<file path="src/rtl/nbcac_12di_encoder_seq.sv">
// Iterative NBCAC 12-bit encoder: resolves one codeword bit per clock by greedy
// subtraction against the fixed weight table shared with nbcac_12di_decoder_core.
module nbcac_12di_encoder_seq #(
  parameter int unsigned DW = 12,
  parameter int unsigned CW = 17
) (
  input  logic          clk,
  input  logic          rst,
  input  logic [DW-1:0] in_data,
  input  logic          in_valid,
  output logic          in_ready,
  output logic [CW-1:0] out_code,
  output logic          out_valid,
  input  logic          out_ready,
  output logic          busy
);

  localparam logic [1:0] StIdle = 2'd0;
  localparam logic [1:0] StBusy = 2'd1;
  localparam logic [1:0] StDone = 2'd2;

  localparam logic [4:0] KFirst = 5'd2;
  localparam logic [4:0] KLast  = 5'd17;

  logic [1:0]    state_q, state_d;
  logic [CW-1:0] code_q, code_d;
  logic [12:0]   r_q, r_d;
  logic [4:0]    k_q, k_d;

  logic [12:0]   weight_k;
  logic [CW-1:0] bit_mask;
  logic          take;

  // Must stay identical to the decoder core's table.
  function automatic logic [12:0] weight(input logic [4:0] k);
    logic [12:0] w;
    unique case (k)
      5'd1:    w = 13'd1;
      5'd2:    w = 13'd1974;
      5'd3:    w = 13'd1220;
      5'd4:    w = 13'd754;
      5'd5:    w = 13'd466;
      5'd6:    w = 13'd288;
      5'd7:    w = 13'd178;
      5'd8:    w = 13'd110;
      5'd9:    w = 13'd68;
      5'd10:   w = 13'd42;
      5'd11:   w = 13'd26;
      5'd12:   w = 13'd16;
      5'd13:   w = 13'd10;
      5'd14:   w = 13'd6;
      5'd15:   w = 13'd4;
      5'd16:   w = 13'd2;
      5'd17:   w = 13'd2;
      default: w = 13'd0;
    endcase
    return w;
  endfunction

  always_comb begin
    weight_k = weight(k_q);
    bit_mask = {{(CW-1){1'b0}}, 1'b1} << (k_q - 5'd1);
    take     = (r_q >= weight_k);
  end

  always_comb begin
    state_d = state_q;
    code_d  = code_q;
    r_d     = r_q;
    k_d     = k_q;
    unique case (state_q)
      StIdle: begin
        if (in_valid) begin
          // Bit 0 goes straight to d[1]; the remainder is resolved greedily.
          r_d     = {1'b0, in_data[DW-1:1], 1'b0};
          code_d  = {{(CW-1){1'b0}}, in_data[0]};
          k_d     = KFirst;
          state_d = StBusy;
        end
      end
      StBusy: begin
        if (take) begin
          code_d = code_q | bit_mask;
          r_d    = r_q - weight_k;
        end
        if (k_q == KLast) begin
          state_d = StDone;
        end else begin
          k_d = k_q + 5'd1;
        end
      end
      StDone: begin
        if (out_ready) begin
          state_d = StIdle;
        end
      end
      default: begin
        state_d = StIdle;
      end
    endcase
  end

  always_ff @(posedge clk) begin
    if (rst) begin
      state_q <= StIdle;
      code_q  <= '0;
      r_q     <= '0;
      k_q     <= KFirst;
    end else begin
      state_q <= state_d;
      code_q  <= code_d;
      r_q     <= r_d;
      k_q     <= k_d;
    end
  end

  always_comb begin
    in_ready  = (state_q == StIdle);
    busy      = (state_q == StBusy);
    out_valid = (state_q == StDone);
    out_code  = code_q;
  end

`ifndef SYNTHESIS
  // The weight table guarantees the residual is fully consumed by d[17].
  always_ff @(posedge clk) begin
    if (!rst && state_q == StBusy && state_d == StDone) begin
      assert (r_d == 13'd0);
    end
  end
`endif

endmodule

</file>
<file path="config.mk">
export PLATFORM = sky130hd
export DESIGN_NAME = nbcac_12di_encoder_seq
export DESIGN_NICKNAME = d
export VERILOG_FILES = /design/src/rtl/nbcac_12di_encoder_seq.sv
export SDC_FILE = /design/constraint.sdc
export NUM_CORES = 1
export LEC_CHECK = 0
export ABC_CLOCK_PERIOD_IN_PS = 5370
export BUFFER_PORTS_ARGS = -buffer_cell sky130_fd_sc_hd__clkbuf_2
export CAP_MARGIN = 10
export CORE_ASPECT_RATIO = 1.2
export CORE_MARGIN = 5
export CORE_UTILIZATION = 40
export CTS_BUF_LIST = sky130_fd_sc_hd__clkbuf_16
export DETAILED_ROUTE_END_ITERATION = 16
export SLEW_MARGIN = 30
export SYNTH_ARGS = -nofsm -noshare
export SYNTH_HDL_FRONTEND = slang
export SYNTH_SLANG_ARGS = --single-unit
</file>
<file path="constraint.sdc">
create_clock -name clk -period 5.37 [get_ports clk]
set_clock_uncertainty 0.15 [all_clocks]
set_input_delay 1.611 -clock clk [delete_from_list [all_inputs] [get_ports clk]]
set_output_delay 1.611 -clock clk [all_outputs]
set_load 0.05 [all_outputs]
</file>
### Word-level counts from Yosys, hierarchy flattened

Memories as Yosys holds them, arrays and structs flattened. A register that Yosys moved wholly into a read port is not among the register bits.
Index checks and enable logic that the tools add are counted.
W data, S select, Z words.

* multiplexer cells: 15
* bitwise gates (word level): 1
* shifts and indexed selects: 1
* eq/ne operators: 8
* reduce and logical (&&, ||, !) cells: 5
* magnitude comparators: 1
* $add $sub $neg: 3

Operator list (count)
* $mux W17: 2
* $pmux W17 S2: 1
* $mux W13: 2
* $pmux W13 S2: 1
* $mux W5: 4
* $or A17 B17 Y17: 1
* $shl A1 B5 Y17 const A: 1
* $ge A13 B13 Y1: 1
* $sub A13 B13 Y13: 1
* $pmux W5 S2: 1
* $reduce_and A3 Y1: 3
* $mux W2: 3
* $ne A2 B1 Y1 const B: 3
* $pmux W2 S3: 1
* $add A5 B1 Y5 const B: 1
* $eq A5 B5 Y1 const B: 1
* $sub A5 B1 Y5 const B: 1
* $ne A2 B2 Y1 const B: 2
* $eq A2 B1 Y1 const B: 1
* $eq A2 B2 Y1 const B: 1
* $logic_not A2 Y1: 1
* $reduce_bool A2 Y1: 1

* output and inout port bits: 20
* memories kept: 1
* register bits after elaboration: 37
* bits in read-only memories: 352
* word-level logic and storage cells: 39

Memories
* (name not given): words 32, bits a word 11, read ports 1, clocked after memory_dff 1, wr ports 0, RTL line 37 `unique case (k)`

### Logic depth before layout (Yosys ltp)

* depth in word-level cells: 5
* mapped depth: 12

### Worst setup path after synthesis

No wires, ideal clock.

* kind: in2reg
* start point: input in_valid
* end point: register weight_k[1] (netlist name)
* cell stages on the path: 9
* setup slack: 1.895 ns
* buffers on the path: 0
* data arrival time: 3.202 ns
* data required time: 5.098 ns
* cells stage by stage: nor3b_1 -> nor2_1 -> o21ai_1 -> inv_1 -> ha_1 -> inv_1 -> nor2_1 -> a211oi_1 -> a311o_1

* cells in the longest elaborated chain, start to end: 4

RTL lines
* from (decl): RTL line 10 `input logic in_valid,`
* $ne A2 B2 Y1 (no line)
* $reduce_and A3 Y1 (no line)
* $mux W5 (no line) (2 in a row)

No other way between the ends.
A chain may end at the register's enable or synchronous reset.

### Worst setup path in the final report

* start point: input rst
* end point: register weight_k[1] (netlist name)

* cells in the longest elaborated chain, start to end: 1

RTL lines
* from (decl): RTL line 8 `input logic rst,`
* $mux W5 (no line)

No other way between the ends.

==> flow_metrics.py <==
metrics = {
    "timing": {
        "period_needed_ns": 3.45,
        "relSlewSlack_pct": 52.5,
        "hold_viol": 0,
        "timing.fmax_mhz": 290,
        "setup_ws_ns": 1.92,
        "fin_crit_sh_pct": 64.2,
        "drv_slew": 0,
        "worstMarginPinSlew_ns": 0.709,
        "finalSetupTns_ns": 0,
        "rsz0062_at_grt": "false",
        "setup_violations": 0,
    },
    "logic_synthesis": {
        "async_flop_share_pct": 0,
        "yosysMostFrequentCell": "dfxtp_1",
        "syn_area_per_cell_sq_um": 8.30,
        "synth_xor_xnor_area_share_pct": 2.15,
        "synth_top_area_share_pct": 33.6,
        "synth_edf_count": 0,
        "netlist_instances": 344,
        "synth_compound_gate_area_share_pct": 26.4,
        "synth_top_family_by_area": "compound AO/OA/AOI/OAI gates",
        "synthAdderAreaFrac_pct": 10.3,
        "synth_ff_type": "dfxtp_1",
        "synth_cell_type_count": 63,
        "synth_mux_area_share_pct": 0.745,
        "ys_warn_count": 0,
        "synth_top_cell_by_area": "dfxtp_1",
        "yosys.area_share.simple_pct": 20.6,
        "synthTopCellsByCount": "48 x dfxtp_1, 30 x nand2_1, 26 x a21oi_1",
        "synth_area_sq_um": 2860,
        "synth_seq_area_share_pct": 33.6,
        "ys_seq_elements": 48,
        "synthTopCellsByArea": "dfxtp_1 34%, ha_1 9.6%, a21oi_1 4.6%",
        "syn_nets": 383,
    },
    "setup_path": {
        "slowest_stage": "buf_4",
        "crit_fanout": 26,
        "crit_arrival_ns": 3.47,
        "reg2reg_from": "state_q[1]$_SDFFE_PP0P_",
        "path_class": "primary input to flip-flop",
        "worstSetupEndpointType": "flip-flop",
        "crit_chain": "clkbuf_2 -> nor2_1 -> buf_4 -> o21a_1 -> inv_1 -> ha_1 -> nand2_1 -> a21oi_1 -> a311o_1",
        "crit_start": "rst",
        "max_stage_delay_ns": 0.29,
        "cp_data_required_time_ns": 5.39,
        "crit_path_start_kind": "primary input",
    },
    "power_and_ir_drop": {
        "vdd_drop_max_v": 0.000160,
        "power_density_nw_per_um2": 286,
        "cellLeakagePower_uw": 0.00143,
    },
    "detailed_routing": {
        "drc": 0,
        "met2_length_um": 3480,
        "vias": 2597,
        "drt_pass1_iterations": 4,
        "vias_per_cell": 5.65,
        "routed.top_layer": "met4",
        "wl_met1_um": 3250,
        "routed_wirelength_um": 7140,
        "ant_nets": 0,
        "first_iter_violations": 124,
        "wl_met3_um": 375,
        "post_drt_wl_per_cell_um": 15.5,
    },
    "placed_design": {
        "gp_congestion": 0.887,
        "pre_cts_ws_ns": 1.63,
        "io_buffer_count": 35,
        "dpl_cell_area_sq_um": 3080,
        "hpwl_um": 5380,
    },
    "floorplan": {
        "coreArea_sq_um": 6900,
        "fp-row-count": 33,
        "fp.dieW_um": 87.1,
        "die_area_sq_um": 8940,
        "start_util_pct": 41.4,
        "ios": 36,
        "die_height_um": 103,
    },
    "grt": {
        "antenna_found_initial": 0,
        "grt_max_degree": 27,
        "grt_pass1_vias": 2473,
        "grt_usage_pct": 16.3,
        "grt_pass1_wl_um": 11800,
        "grt-ovfl-total": 0,
    },
    "hold_path": {
        "hold_path.class": "flip-flop to flip-flop",
        "hold_start": "out_code[7]$_SDFFE_PP0P_",
    },
    "finish": {
        "antennaDiodeCount": 0,
        "fin_nets": 411,
        "layout-drive-gt1-share_pct": 15.8,
        "fin_area_sq_um": 3250,
        "syn_to_final_growth_pct": 13.9,
    },
    "clocking": {
        "clkSinkCount": 48,
        "post_cts_buffers": 0,
        "path_clk_slew_ns": 0.07,
        "postCtsHoldBufs": 0,
        "cts.repair.resized": 0,
        "htreeDepth": 2,
        "cts_tree": "done",
        "cts.path.max_buffers": 2,
        "cts-root-buf": "clkbuf_16",
        "cts_made_buffers": 5,
        "clk-insertion-delay-late_ns": 0.29,
    },
    "flow_run": {
        "drv_cap": 0,
    },
    "run_status": {
        "status": "finished clean",
    },
}
critical path: cells and delay by family:
| family | cells | cell delay (ns) |
|---|---|---|
| buf+inv | 3 | 0.67 |
| compound gates | 3 | 0.63 |
| simple gates | 2 | 0.32 |
| fa+ha+maj | 1 | 0.23 |
placed cells by master, fill, tap and decap left out, types with 2 or more instances in the layout:
cell type,n
dfxtp_1,48
clkbuf_2,35
nand2_1,30
a21oi_1,26
inv_1,25
ha_1,22
nor2_1,21
o21ai_0,17
nor3_1,16
a211oi_1,10
a22o_1,10
nand4_1,7
xor2_1,6
nand3_1,6
a311oi_1,6
o21a_1,5
and3_1,5
nand3b_1,5
clkbuf_16,5
nor3b_1,4
a21o_1,4
a21boi_0,4
nor4_1,3
nor2b_1,3
or3_1,3
clkinv_1,2
a311o_1,2
o21bai_1,2
a31oi_1,2
o31ai_1,2
o2111ai_1,2
o22ai_1,2
buf_4,2
power breakdown:
group / switching, uW / internal (uW) / leakage (uW)
clock: 141 / 219 / 0.0000814
combinational: 112 / 68.7 / 0.000961
sequential: 13.8 / 375 / 0.000392
total: 267 / 663 / 0.00143
sequential cells by signal, indices dropped and copies added, names as in the netlist:
name,flops
r_q,13
weight_k,11
state_q,2
k_q,5
out_code,17
per-layer routing:
metal  up-vias  track usage [%]
met5         -                0
met4         0             4.72
met3         2             2.56
met2        72             27.5
met1      1214             21.6
li1       1309                -
logic make-up (layout without fill, tap and decap cells):
family,Yosys count,in the layout
AO/OA/AOI/OAI,108,108
XOR/XNOR,7,7
adder cells (fa/ha/maj),23,23
buffers and inverters,43,72
flip-flops,48,48
multiplexers,2,2
AND/OR/NAND/NOR,113,113
final timing paths:
kind / endpoint / slack, ns / depth (start not counted)
worst max-delay path: weight_k[1]$_DFF_P_ / 1.92 / 9
worst min-delay path: out_code[7]$_SDFFE_PP0P_ / 0.31 / 1
worst max register to register: weight_k[1]$_DFF_P_ / 2.47 / 11
worst min register to register: out_code[7]$_SDFFE_PP0P_ / 0.31 / 1
through the flow:
stage	total power, uW	instances	hold slack, ns	utilization (%)
CTS	934	460	0.316	47.1
finish	930	460	0.312	47.2
floorplan	535	344	0.288	-
global placement	575	452	0.290	44.7
global route	974	460	0.322	47.2
detailed placement	577	452	0.299	44.7
area by class of cell:
type                            count  area (sq um)
Timing Repair Buffer               37           190
Sequential cell                    48           961
Clock buffer                        5           125
Inverter                           27           101
Clock inverter                      3          42.5
Tap cell                           87           109
Fill cell                         667          3640
Multi-Input combinational cell    253          1720
(Power assumes the default switching activity.)
